==> src/rtl/irq_ctrl.sv <==
`default_nettype none
// ============================================================================
//  Module   : irq_ctrl
//  Purpose  : Memory-mapped interrupt aggregator. Latches up to NumSrc
//             peripheral interrupt lines (level or edge, per-source enable)
//             and drives a single request to the core. Software takes an
//             interrupt by reading CLAIM and retires it by writing its ID
//             back to CLAIM.
//  Ports    : clk_i, rst_i           - clock, async active-high reset
//             device_req_i/addr/we/be/wdata - single-cycle bus request
//             device_rvalid_o/rdata_o       - response, one cycle later
//             irq_src_i              - source lines, bit i is ID i+1
//             irq_o                  - aggregated registered request
//  Register map (addr[4:2]):
//             0 PENDING (RO), 1 ENABLE (RW), 2 EDGE_SEL (RW),
//             3 CLAIM (read=claim, write=complete), 4 IN_SERVICE (RO)
//  Revision : 1.0 - initial release
// ============================================================================
module irq_ctrl #(
  parameter int NumSrc    = 8,
  parameter int AddrWidth = 32,
  parameter int DataWidth = 32
) (
  input  logic                   clk_i,
  input  logic                   rst_i,
  input  logic                   device_req_i,
  input  logic [AddrWidth-1:0]   device_addr_i,
  input  logic                   device_we_i,
  input  logic [DataWidth/8-1:0] device_be_i,
  input  logic [DataWidth-1:0]   device_wdata_i,
  output logic                   device_rvalid_o,
  output logic [DataWidth-1:0]   device_rdata_o,
  input  logic [NumSrc-1:0]      irq_src_i,
  output logic                   irq_o
);

  // Register state
  logic [NumSrc-1:0]    r_pending;
  logic [NumSrc-1:0]    r_enable;
  logic [NumSrc-1:0]    r_edge_sel;
  logic [NumSrc-1:0]    r_in_service;
  logic [NumSrc-1:0]    r_src_q;
  logic                 r_irq;
  logic                 r_rvalid;
  logic [DataWidth-1:0] r_rdata;

  // Decode
  logic                 w_rd;
  logic                 w_wr;
  logic [2:0]           w_idx;
  logic                 w_claim;
  logic                 w_complete;
  logic [DataWidth-1:0] w_be_mask;
  logic [NumSrc-1:0]    w_be_n;
  logic [NumSrc-1:0]    w_wdata_n;
  logic [4:0]           w_cmp_id;
  logic [NumSrc-1:0]    w_cmp_oh;

  // Datapath
  logic [NumSrc-1:0]    w_cand;
  logic [NumSrc-1:0]    w_claim_oh;
  logic [4:0]           w_claim_id;
  logic [NumSrc-1:0]    w_rise;
  logic [NumSrc-1:0]    w_en_next;
  logic [NumSrc-1:0]    w_es_next;
  logic [NumSrc-1:0]    w_pend_next;
  logic [NumSrc-1:0]    w_isv_next;
  logic [DataWidth-1:0] w_rd_val;
  logic                 w_unused;

  assign w_rd       = device_req_i & ~device_we_i;
  assign w_wr       = device_req_i & device_we_i;
  assign w_idx      = device_addr_i[4:2];
  assign w_claim    = w_rd && (w_idx == 3'd3);
  assign w_complete = w_wr && (w_idx == 3'd3) && device_be_i[0];
  assign w_cmp_id   = device_wdata_i[4:0];

  // Only address bits [4:2] are decoded; wdata/byte-enable bits above the
  // implemented sources have no storage behind them.
  assign w_unused = ^{device_addr_i[AddrWidth-1:5], device_addr_i[1:0],
                      device_wdata_i[DataWidth-1:NumSrc],
                      w_be_mask[DataWidth-1:NumSrc]};

  always_comb begin
    w_be_mask = '0;
    for (int b = 0; b < DataWidth / 8; b++) begin
      w_be_mask[b*8 +: 8] = {8{device_be_i[b]}};
    end
  end

  assign w_be_n    = w_be_mask[NumSrc-1:0];
  assign w_wdata_n = device_wdata_i[NumSrc-1:0];

  // One-hot decode of the ID written to CLAIM; IDs 0 and >NumSrc match nothing.
  always_comb begin
    w_cmp_oh = '0;
    for (int i = 0; i < NumSrc; i++) begin
      w_cmp_oh[i] = w_complete && (w_cmp_id == 5'(i + 1));
    end
  end

  // Claim candidates; lowest ID wins. x & -x isolates the lowest set bit.
  assign w_cand     = r_pending & r_enable & ~r_in_service;
  assign w_claim_oh = w_claim ? (w_cand & (~w_cand + 1'b1)) : '0;

  always_comb begin
    w_claim_id = '0;
    for (int i = NumSrc - 1; i >= 0; i--) begin
      if (w_cand[i]) begin
        w_claim_id = 5'(i + 1);
      end
    end
  end

  assign w_en_next = (w_wr && w_idx == 3'd1) ?
                     ((r_enable & ~w_be_n) | (w_wdata_n & w_be_n)) : r_enable;
  assign w_es_next = (w_wr && w_idx == 3'd2) ?
                     ((r_edge_sel & ~w_be_n) | (w_wdata_n & w_be_n)) : r_edge_sel;

  // Edge sources: a rise sets pending and beats a simultaneous claim clear.
  // Level sources: pending is a registered copy of the line. Any source whose
  // trigger mode changes this cycle starts again from a cleared pending bit.
  assign w_rise      = irq_src_i & ~r_src_q;
  assign w_pend_next = ((r_edge_sel & ((r_pending & ~w_claim_oh) | w_rise)) |
                        (~r_edge_sel & irq_src_i)) &
                       ~(w_es_next ^ r_edge_sel);
  assign w_isv_next  = (r_in_service | w_claim_oh) & ~w_cmp_oh;

  always_comb begin
    w_rd_val = '0;
    case (w_idx)
      3'd0:    w_rd_val[NumSrc-1:0] = r_pending;
      3'd1:    w_rd_val[NumSrc-1:0] = r_enable;
      3'd2:    w_rd_val[NumSrc-1:0] = r_edge_sel;
      3'd3:    w_rd_val[4:0]        = w_claim_id;
      3'd4:    w_rd_val[NumSrc-1:0] = r_in_service;
      default: w_rd_val = '0;
    endcase
  end

  always_ff @(posedge clk_i or posedge rst_i) begin
    if (rst_i) begin
      r_pending    <= '0;
      r_enable     <= '0;
      r_edge_sel   <= '0;
      r_in_service <= '0;
      r_src_q      <= '0;
      r_irq        <= 1'b0;
      r_rvalid     <= 1'b0;
      r_rdata      <= '0;
    end else begin
      r_src_q      <= irq_src_i;
      r_pending    <= w_pend_next;
      r_enable     <= w_en_next;
      r_edge_sel   <= w_es_next;
      r_in_service <= w_isv_next;
      r_irq        <= |w_cand;
      r_rvalid     <= device_req_i;
      r_rdata      <= w_rd ? w_rd_val : '0;
    end
  end

  assign device_rvalid_o = r_rvalid;
  assign device_rdata_o  = r_rdata;
  assign irq_o           = r_irq;

endmodule
`default_nettype wire

==> config.mk <==
export PLATFORM = sky130hd
export DESIGN_NAME = irq_ctrl
export DESIGN_NICKNAME = d
export VERILOG_FILES = /design/src/rtl/irq_ctrl.sv
export SDC_FILE = /design/constraint.sdc
export NUM_CORES = 1
export LEC_CHECK = 0
export ABC_AREA = 1
export CORE_MARGIN = 1
export CORE_UTILIZATION = 38
export DETAILED_ROUTE_END_ITERATION = 12
export PLACE_DENSITY = 0.81
export SYNTH_ARGS = -nofsm -noshare
export SYNTH_HDL_FRONTEND = slang
export SYNTH_SLANG_ARGS = --single-unit
==> constraint.sdc <==
create_clock -name clk_i -period 1.5 [get_ports clk_i]
set_input_delay 0.225 -clock clk_i [delete_from_list [all_inputs] [get_ports clk_i]]
set_output_delay 0.225 -clock clk_i [all_outputs]
set_load 0.01 [all_outputs]
==> results of run 1 <==
worst register-to-register path, stage by stage, from the launching register on:
cell	delay [ps]
dfrtp_1	410
nand3_1	190
nand3_1	130
nor2_1	190
nand3_1	150
a22oi_1	200
cell families after synthesis:
family | Yosys count | share of synthesized area
and+or+nand+nor | 140 | 0.2412
other | 1 | 0.001437
DFF | 50 | 0.4796
AOI/OAI and AO/OA | 61 | 0.1333
buffers and inverters | 71 | 0.1444
power groups by stage:
stage,clock [mW],sequential [mW],combinational (mW)
floorplan,0,1.63,0.364
global placement,0,1.65,0.517
detailed placement,0,1.66,0.536
CTS,0.968,1.63,0.537
global route,1.02,1.66,0.604
finish,0.939,1.64,0.539
metal layers:
metal | routed length [um] | global-route usage
met2 | 3126 | 0.2956
met3 | 254 | 0.02626
met1 | 2683 | 0.2289
met5 | 0 | 0
met4 | 80 | 0.07704
through the flow:
step	setup WS, ps	TNS [ps]	power, mW	instance area (sq um)
floorplan	73.83	0	1.991	2695
global placement	-247.1	-5366	2.165	3084
detailed placement	-246.1	-5919	2.195	3084
CTS	37.86	0	3.136	3191
global route	3.378	0	3.284	3213
finish	51.38	0	3.115	3213
synthesized netlist by cell type, types with 2 or more instances:
library cell,number,area share
a22oi_1,6,0.017
nand3_1,36,0.069
a21oi_1,14,0.027
o22ai_1,3,0.0072
buf_6,2,0.0086
inv_1,42,0.060
o211ai_1,2,0.0058
nand2_1,53,0.076
nor3_2,3,0.012
nand3_2,2,0.0077
nand4_1,2,0.0048
nor2_2,4,0.0096
o21ai_0,29,0.056
a31oi_1,2,0.0048
nor2_1,33,0.047
nor3_1,5,0.0096
dfrtp_1,50,0.48
buf_4,25,0.072
path summary, 6_finish.rpt:
path / to / slack, ps / from / cells past startpoint
setup reg to reg: r_in_service[6] / 130 / register / 5
max in group asynchronous: device_rdata_o[3] / 910 / rst_i / 3
setup / recovery: device_rdata_o[2] / 50 / device_rdata_o[2] / 1
min in group clk_i: r_src_q[2] / 380 / irq_src_i[2] / 1
hold / removal: r_pending[5] / 180 / rst_i / 2
hold reg to reg: r_pending[2] / 510 / r_src_q[2] / 3
cell type report:
| class | instances | area [sq um] |
|---|---|---|
| Clock buffer | 7 | 76.32 |
| Clock inverter | 1 | 30.03 |
| Fill cell | 641 | 3282 |
| Inverter | 43 | 161.4 |
| Multi-Input combinational cell | 225 | 1085 |
| Sequential cell | 50 | 1251 |
| Tap cell | 77 | 96.34 |
| Timing Repair Buffer | 50 | 513.0 |
==> metrics.txt, run 1 <==
status=finished with violations; failing checks=DRC; Die Width=84.86 um; Yosys warnings=0; Final setup viols=0; post-route antenna net violation count=0; Total GRT Usage=0.1766; buffer and inverter count on the worst path=1; Clock Tree Buf Depth=2; Placer Congestion=0.9535; Data arrival, critical path=1220 ps; final WL=6.145 mm; worst hold path class=in -> async; CTS tree=yes; Port Buffers=33; Cell Area, Synth=0.002609 sq mm; Slew Viols, Final=0; row count=29; flops & latches, synth=50; Post-synth EDFFs=0; Max Cap Viol=0; Pre-Repair DR Iteration Count=9; DPL Wire Length=4.810 mm; CTS buffer count=5; area growth from synthesis to layout=23.17%; most frequent cells in the layout=nand2_1, dfrtp_1, inv_1, nand3_1, nor2_1; first-pass GRT wire length=9.880 mm; critical path type=reg -> out; antenna diode count=0; Die Ht=84.86 um; syn avg cell area=8.077 sq um; H-Tree Level Count=2; IO Pins=114; Pwr per Cell Area=969.4 mW/mm^2; post-CTS sizing=0; most common cell after layout, fill and taps aside=nand2_1; worst path cell trace=clkdlybuf4s50_1; root buffer cell=clkbuf_8; CP max FO=1; Setup Skew=6.026 ps; Post-layout nets=455; GRT overflow=0; Initial Util=0.4017; maximum VDD drop=0.3591 mV; CP endpoint kind=output pin; Flop pwr share=0.525; Critical Path RT=1270 ps; unrepaired setup endpoints after global routing=no; synth unique cells=28; crit path launch type=register; leakage=1.582 nW; DR vias=2255; fmax=0.6903 GHz; pin count of the biggest net entering global routing=23; # Post-CTS Setup Buffers=0; Synth Flop Type=dfrtp_1; clock latency on the worst-skew pair=300 ps; layout cells sized above 1=0.1037; WL per Instance=13.57 um; minimum clock period after layout=1449 ps; WHS=182.9 ps; Finished Core Util=0.4947; # clock sinks=50; Crit path max-delay family=buffers and inverters; NetSw=0.8789 mW; Clk pin slew, worst setup/hold paths=90 ps; initial antenna violation count=0; vias per cell=4.978; Clock Power Share=0.301; Final Non-Filler Cells=453; Post-CTS Hold Fix Bufs=0; DRC viols=5; die area=0.007200 sq mm; Sw Ratio=0.2822; Power Internal=2.236 mW; Final Hold Viols=0; slowest CP cell=clkdlybuf4s50_1; Gate power share=0.173; Starting DRT DRC Count=227; Cells after Synth=323; Final Cycle Share=0.9657; dpl cells=445; core area=0.006495 sq mm; vias in the first global route=2072; register area share after synthesis=0.4796; CP peak stage delay=540 ps; asr flop ratio synth=1.000
Note: power is estimated with default switching activity, not from simulation.
==> run 2, diff against run 1 <==
Settings changed: CTS_CLUSTER_DIAMETER set to 60.
==> results of run 2 <==
Final layout, timing and power as in run 1 (identical DEF).
